`config.mk`:
```
export PLATFORM = sky130hd
export DESIGN_NAME = mem_dsram_ctrl
export DESIGN_NICKNAME = d
export VERILOG_FILES = /design/src/rtl/mem_dsram_ctrl.sv
export SDC_FILE = /design/constraint.sdc
export NUM_CORES = 1
export LEC_CHECK = 0
export ABC_CLOCK_PERIOD_IN_PS = 2200
export CAP_MARGIN = 10
export CORE_UTILIZATION = 39
export CTS_BUF_LIST = sky130_fd_sc_hd__clkbuf_16
export DETAILED_ROUTE_END_ITERATION = 6
export GPL_TIMING_DRIVEN = 0
export PLACE_DENSITY = 0.88
export SYNTH_ARGS = -nofsm -noshare
export SYNTH_HDL_FRONTEND = slang
export SYNTH_SLANG_ARGS = --single-unit
```
`constraint.sdc`:
```
create_clock -name clk -period 2.2 [get_ports clk]
set_clock_uncertainty 0.05 [all_clocks]
set_input_delay 0.44 -clock clk [delete_from_list [all_inputs] [get_ports clk]]
set_output_delay 0.44 -clock clk [all_outputs]
set_load 0.1 [all_outputs]
```
`src/rtl/mem_dsram_ctrl.sv`:
```
`default_nettype none
// +--------------------------------------------------------------------------+
// | Module  : mem_dsram_ctrl                                                 |
// | Brief   : Data-SRAM port sequencer shared by MEM-stage loads and         |
// |           EX-stage stores; one outstanding access, flush-aware.          |
// | Revision: 1.0                                                            |
// +--------------------------------------------------------------------------+
module mem_dsram_ctrl #(
  parameter int ADDR_W = 32,
  parameter int DATA_W = 32
) (
  input  logic              clk,
  input  logic              reset,
  // load side (MEM stage)
  input  logic              ld_req,
  input  logic [ADDR_W-1:0] ld_addr,
  input  logic [1:0]        ld_size,
  input  logic              ld_fire,
  output logic              ld_data_ok,
  output logic [DATA_W-1:0] ld_rdata,
  // store side (EX stage)
  input  logic              st_req,
  input  logic [ADDR_W-1:0] st_addr,
  input  logic [3:0]        st_wstrb,
  input  logic [DATA_W-1:0] st_wdata,
  output logic              st_accept,
  // pipeline flush
  input  logic              flush,
  // memory port
  output logic              mem_req,
  output logic              mem_wr,
  output logic [1:0]        mem_size,
  output logic [ADDR_W-1:0] mem_addr,
  output logic [3:0]        mem_wstrb,
  output logic [DATA_W-1:0] mem_wdata,
  input  logic              mem_addr_ok,
  input  logic              mem_data_ok,
  input  logic [DATA_W-1:0] mem_rdata
);

  typedef enum logic [2:0] {
    S_IDLE      = 3'd0,
    S_REQ       = 3'd1,
    S_WAIT_DATA = 3'd2,
    S_HOLD      = 3'd3,
    S_DISCARD   = 3'd4
  } state_t;

  state_t              state_q;
  logic                kill_q;
  logic                mem_req_q;
  logic                mem_wr_q;
  logic [1:0]          mem_size_q;
  logic [ADDR_W-1:0]   mem_addr_q;
  logic [3:0]          mem_wstrb_q;
  logic [DATA_W-1:0]   mem_wdata_q;
  logic                ld_data_ok_q;
  logic [DATA_W-1:0]   ld_rdata_q;
  logic [1:0]          st_size_d;

  // Store access size derived from the byte-enable pattern.
  always_comb begin
    st_size_d = 2'b00;
    if (st_wstrb == 4'hF) begin
      st_size_d = 2'b10;
    end else if ((st_wstrb == 4'h3) || (st_wstrb == 4'hC)) begin
      st_size_d = 2'b01;
    end
  end

  // Transaction sequencer: arbitration, request hold, response capture/drop.
  always_ff @(posedge clk) begin
    if (reset) begin
      state_q      <= S_IDLE;
      kill_q       <= 1'b0;
      mem_req_q    <= 1'b0;
      mem_wr_q     <= 1'b0;
      mem_size_q   <= 2'b00;
      mem_addr_q   <= '0;
      mem_wstrb_q  <= 4'h0;
      mem_wdata_q  <= '0;
      ld_data_ok_q <= 1'b0;
      ld_rdata_q   <= '0;
    end else begin
      case (state_q)
        S_IDLE: begin
          // The load in MEM is older than the store in EX, so it wins.
          if (!flush) begin
            if (ld_req) begin
              state_q     <= S_REQ;
              kill_q      <= 1'b0;
              mem_req_q   <= 1'b1;
              mem_wr_q    <= 1'b0;
              mem_size_q  <= ld_size;
              mem_addr_q  <= ld_addr;
              mem_wstrb_q <= 4'h0;
              mem_wdata_q <= '0;
            end else if (st_req) begin
              state_q     <= S_REQ;
              kill_q      <= 1'b0;
              mem_req_q   <= 1'b1;
              mem_wr_q    <= 1'b1;
              mem_size_q  <= st_size_d;
              mem_addr_q  <= st_addr;
              mem_wstrb_q <= st_wstrb;
              mem_wdata_q <= st_wdata;
            end
          end
        end
        S_REQ: begin
          // The request stays up until accepted; a flushed load is only
          // remembered so its response can be dropped later.
          if (mem_addr_ok) begin
            mem_req_q <= 1'b0;
            kill_q    <= 1'b0;
            if (!mem_wr_q && (kill_q || flush)) begin
              state_q <= S_DISCARD;
            end else begin
              state_q <= S_WAIT_DATA;
            end
          end else if (!mem_wr_q && flush) begin
            kill_q <= 1'b1;
          end
        end
        S_WAIT_DATA: begin
          if (mem_wr_q) begin
            // An accepted store is committed; flush no longer matters.
            if (mem_data_ok) begin
              state_q <= S_IDLE;
            end
          end else if (mem_data_ok) begin
            if (flush) begin
              state_q <= S_IDLE;
            end else begin
              ld_rdata_q   <= mem_rdata;
              ld_data_ok_q <= 1'b1;
              state_q      <= S_HOLD;
            end
          end else if (flush) begin
            state_q <= S_DISCARD;
          end
        end
        S_HOLD: begin
          // Data is held for MEM until it advances or is flushed.
          if (ld_fire || flush) begin
            ld_data_ok_q <= 1'b0;
            state_q      <= S_IDLE;
          end
        end
        S_DISCARD: begin
          if (mem_data_ok) begin
            state_q <= S_IDLE;
          end
        end
        default: begin
          state_q <= S_IDLE;
        end
      endcase
    end
  end

  assign st_accept  = (state_q == S_REQ) && mem_addr_ok && mem_wr_q;
  assign ld_data_ok = ld_data_ok_q;
  assign ld_rdata   = ld_rdata_q;
  assign mem_req    = mem_req_q;
  assign mem_wr     = mem_wr_q;
  assign mem_size   = mem_size_q;
  assign mem_addr   = mem_addr_q;
  assign mem_wstrb  = mem_wstrb_q;
  assign mem_wdata  = mem_wdata_q;

endmodule
`default_nettype wire

```
==> Word-level counts from Yosys, hierarchy flattened <==
Cells that the tools add are included.
{ "totals": {"elab_cells": 85, "regBits": 109, "out_inout_bits": 106} }
{ "op_classes": {"mux": 39, "n_eq_ne": 16, "bitwise_logic": 2, "reduce_logical": 18} }
{ "op_table": {"columns": ["cell", "n"], "rows": [
  ["$mux W32", 4],
  ["$mux W3", 10],
  ["$mux W1", 15],
  ["$pmux W3 S5", 1],
  ["$ne A2 B2 Y1 const B", 6],
  ["$reduce_and A4 Y1", 3],
  ["$reduce_and A5 Y1", 2],
  ["$eq A4 B4 Y1 const B", 2],
  ["$mux W2", 4],
  ["$mux W4", 2],
  ["$eq A3 B2 Y1 const B", 2],
  ["$ne A3 B3 Y1 const B", 2],
  ["$pmux W1 S2", 3],
  ["$reduce_bool A2 Y1", 3],
  ["$eq A4 B2 Y1 const B", 1],
  ["$logic_and A1 B1 Y1", 4],
  ["$ne A4 B4 Y1 const B", 1],
  ["$eq A3 B1 Y1 const B", 1],
  ["$eq A3 B3 Y1 const B", 1],
  ["$logic_not A3 Y1", 1],
  ["$logic_or A1 B1 Y1", 3],
  ["$reduce_and A3 Y1", 1],
  ["$not A1 Y1", 2],
  ["$logic_not A1 Y1", 1]
]} }

==> Depth between registers and ports, before layout <==
{ "logic_depth": {"ltp_word": 6, "ltp_mapped": 8, "ltp_nobuf": 4} }

==> Worst setup path before layout <==
OpenSTA, ideal clock, no wires.
{ "synth_path": {"kind": "register to output", "start": "register mem_wr_q, in the netlist mem_wr", "end": "output port st_accept", "arrival_ps": 2042, "slack_ps": -332, "path_stages_with_launch": 3, "path_buffers": 1, "cell_sequence": "dfxtp_1 -> clkbuf_1 -> and3_1"} }
{ "synth_via": {"elab_chain_cells": 1} }
{ "synth_rtl": {"columns": ["element", "line", "source"], "rows": [
  ["from (decl)", "52", "logic mem_wr_q;"],
  ["from (signal assigned)", "77", "mem_wr_q <= 1'b0;"],
  ["from (signal assigned)", "93", "mem_wr_q <= 1'b0;"],
  ["from (signal assigned)", "102", "mem_wr_q <= 1'b1;"],
  ["$logic_and A1 B1 Y1", "162", "assign st_accept = (state_q == S_REQ) && mem_addr_ok && mem_wr_q;"],
  ["to (decl)", "26", "output logic st_accept,"]
]} }
Every way passes these cells.

==> Worst setup path after layout <==
{ "layout_path": {"start": "register mem_size_q[0], in the netlist mem_size[0]", "end": "output port mem_size[0]"} }
{ "layout_lines": {"columns": ["element", "line", "source"], "rows": [
  ["from (decl)", "53", "logic [1:0] mem_size_q;"],
  ["from (signal assigned)", "94", "mem_size_q <= ld_size;"],
  ["from (signal assigned)", "103", "mem_size_q <= st_size_d;"],
  ["to (decl)", "32", "output logic [1:0] mem_size,"]
]} }
No word-level cell between the ends.

==> results.ini <==
[sta]
max_freq_mhz = 479
tightest_slew_ns = 1.05
drv_slew = 0
max_slew_margin = 0.301
fin_crit_sh = 0.950
hold-worst-slack_ns = 0.400
finalCriticalPeriod_ns = 2.09
rsz0062_at_grt = true
fin_tns_setup_ns = 0
setup_viol = 0
hold_viol = 0

[detailed_routing]
ant_nets = 0
viasPerCell = 5.19
drtIter0Drc = 387
first_pass_iters = 5
vias = 4791
wire_per_inst_um = 16.5
drc = 0
drt-total-wl_um = 15200

[die]
die_w_um = 109
rows = 38
core_area_um2 = 11000
start_util = 0.406
die-area_um2 = 11900
io_pins = 248
die_y_um = 109

[logic_synthesis]
syn_area_um2 = 4460
synth_area_leaders = dfxtp_1, nand2_1, a21oi_1
yosys.area.top_type = dfxtp_1
synth_cell_types = 37
ys.flop_type = dfxtp_1
synth-edff-count = 0
synth_top_area_share = 0.489
yosysSeqAreaShare = 0.489
synth-seq-cells = 109
synthArstFlopShare = 0
synth.net_count = 662
syn_inst = 520
synth_warnings = 0
syn_avg_cell_area_um2 = 8.59

[worst_hold_path]
min_to = mem_wdata[30]
worst_hold_path_type = flip-flop to flip-flop
hp-start = mem_wdata[30]
min_path_cells = 2

[worst_setup_path]
cp.buffers_inverters = 1
crit_type = flip-flop to output port
cp_slowest_cell = dlygate4sd2_1
regToRegStartpoint = state_q[2]
reg2reg_slack_ns = 0.29
startpoint_type = flip-flop
crit_chain = dlygate4sd2_1
r2r-end = mem_wdata[23]
critical-path-top-delay-family = buffers and inverters
cp_max_fo = 2
reg2regPathDepth = 7
end_kind = output port
slowest_delay_ns = 0.92
required_ns = 1.71
startpoint = mem_size[0]
arrival_ns = 1.60

[clocking]
htreeDepth = 3
clk_latency_ns = 0.34
cts.sinks = 109
clkTransAtPathRegs_ns = 0.07
numCtsBuffers = 9
clockRootBuffer = clkbuf_16
tritoncts = built
clk_path_buf_depth = 2
cts_hold_buffers = 0

[finish]
fillers = 879
nets = 920
antenna_cells = 0
area_delta_synth_final_pct = 64.3
multi_input_area_um2 = 2080
drive_gt1_frac = 0.0613
final_cells = 923
regArea_um2 = 2180

[power]
ir_worst_vdd_mv = 0.485
powerDensity_nw_per_um2 = 731
power.leakage_uw = 0.00315

[global_routing]
grt_max_degree = 17
grt_overflow_total = 0
grt_pass1_vias = 4737
grt_pass1_wl_um = 23200
grt_usage = 0.255
antenna_found_initial = 0

[place]
io_buffers = 247
place_inst = 907
gp_congestion = 0.918
hpwlAfterDp_um = 11700

[job]
max_cap_violations = 0

[outcome]
status = completed

[cells by family (layout without fill, tap and decap cells)]
logic type / after synthesis / count (layout) / synth area share
AND/OR/NAND/NOR: 203 / 203 / 0.218
AO/OA/AOI/OAI: 126 / 126 / 0.171
flip-flops: 109 / 109 / 0.489
buffers and inverters: 50 / 313 / 0.0504
multiplexers: 32 / 32 / 0.0717
[worst max path at each step]
stage | to | slack (ns) | cells past startpoint
final | mem_size[0] | 0.11 | 1
after global routing | mem_addr[2] | -0.02 | 5
after CTS | ld_rdata[19] | 0.004 | 5
after detailed placement | st_accept | -0.59 | 3
after global placement | st_accept | -0.60 | 3
after floorplan | st_accept | 0.25 | 2
[Yosys cell counts (2+ instances only)]
library cell and number:
a211oi_1 34, buf_2 18, nand2b_1 3, buf_4 4, o31ai_1 4, nor3_1 4
nand2_1 102, mux2i_1 32, and3_1 2, dfxtp_1 109, nand3_1 2, nand3b_1 36
nor4b_1 2, inv_1 3, clkbuf_1 25, a21oi_1 74, o21bai_1 2, o21ai_0 2
nor2_1 42, or3b_2 2, a31oi_1 2
[cells in the final DEF (no fill, tap or decap), types with 2 or more instances in the layout]
master,n
clkdlybuf4s50_1,140
buf_2,17
nand2_1,102
nor3_1,4
nand3b_1,36
mux2i_1,32
nand2b_1,3
inv_1,5
nor2_1,41
bufinv_16,2
clkinv_2,3
clkbuf_1,23
or3b_2,2
a21oi_1,74
o31ai_1,4
clkbuf_16,9
a31oi_1,2
dfxtp_1,108
buf_4,6
a211oi_1,34
o21ai_0,2
dlygate4sd2_1,105
nand3_1,2
[where the power goes]
| group | switching (uW) | internal (uW) |
|---|---|---|
| registers | 51.8 | 2070 |
| clock network | 707 | 984 |
| logic | 1070 | 473 |
| total | 1830 | 3530 |
[what timing repair did]
item	4_1_cts	5_1_grt
endpoints found under the setup margin	123	69
resized for setup	117	5
pin swaps	1	0
buffers inserted	2	0
[stage by stage]
step	utilization	worst slack (ns)	power, uW	area (um2)
floorplan	-	0.251	3200	4470
global placement	0.648	-0.604	3740	7110
detailed placement	0.648	-0.593	3770	7110
CTS	0.667	0.00444	5380	7320
global route	0.668	-0.0193	5540	7330
finish	0.668	0.111	5360	7330
[flip-flops by register name (all words and copies together), names as in the netlist]
| signal | count |
|---|---|
| mem_wdata | 32 |
| mem_wstrb | 4 |
| ld_data_ok | 1 |
| state_q | 3 |
| mem_wr | 1 |
| mem_req | 1 |
| mem_size | 2 |
| mem_addr | 32 |
| kill_q | 1 |
| ld_rdata | 32 |
[cell type report]
cell class / instances / share of cell area
Timing Repair Buffer: 249 / 0.323
Tap cell: 140 / 0.0239
Inverter: 3 / 0.00154
Buffer: 45 / 0.0281
Multi-Input combinational cell: 361 / 0.284
Sequential cell: 109 / 0.298
Clock buffer: 9 / 0.0307
Clock inverter: 7 / 0.0113
[routing by layer]
metal	vias up	part of all wire	GRT usage	wire length, um
li1	2322	-	-	-
met1	2207	0.38	0.276	5770
met2	232	0.51	0.468	7680
met3	30	0.090	0.0610	1370
met4	0	0.025	0.108	375
met5	-	0	0	0
No activity file was read; power rests on OpenSTA's default activity.
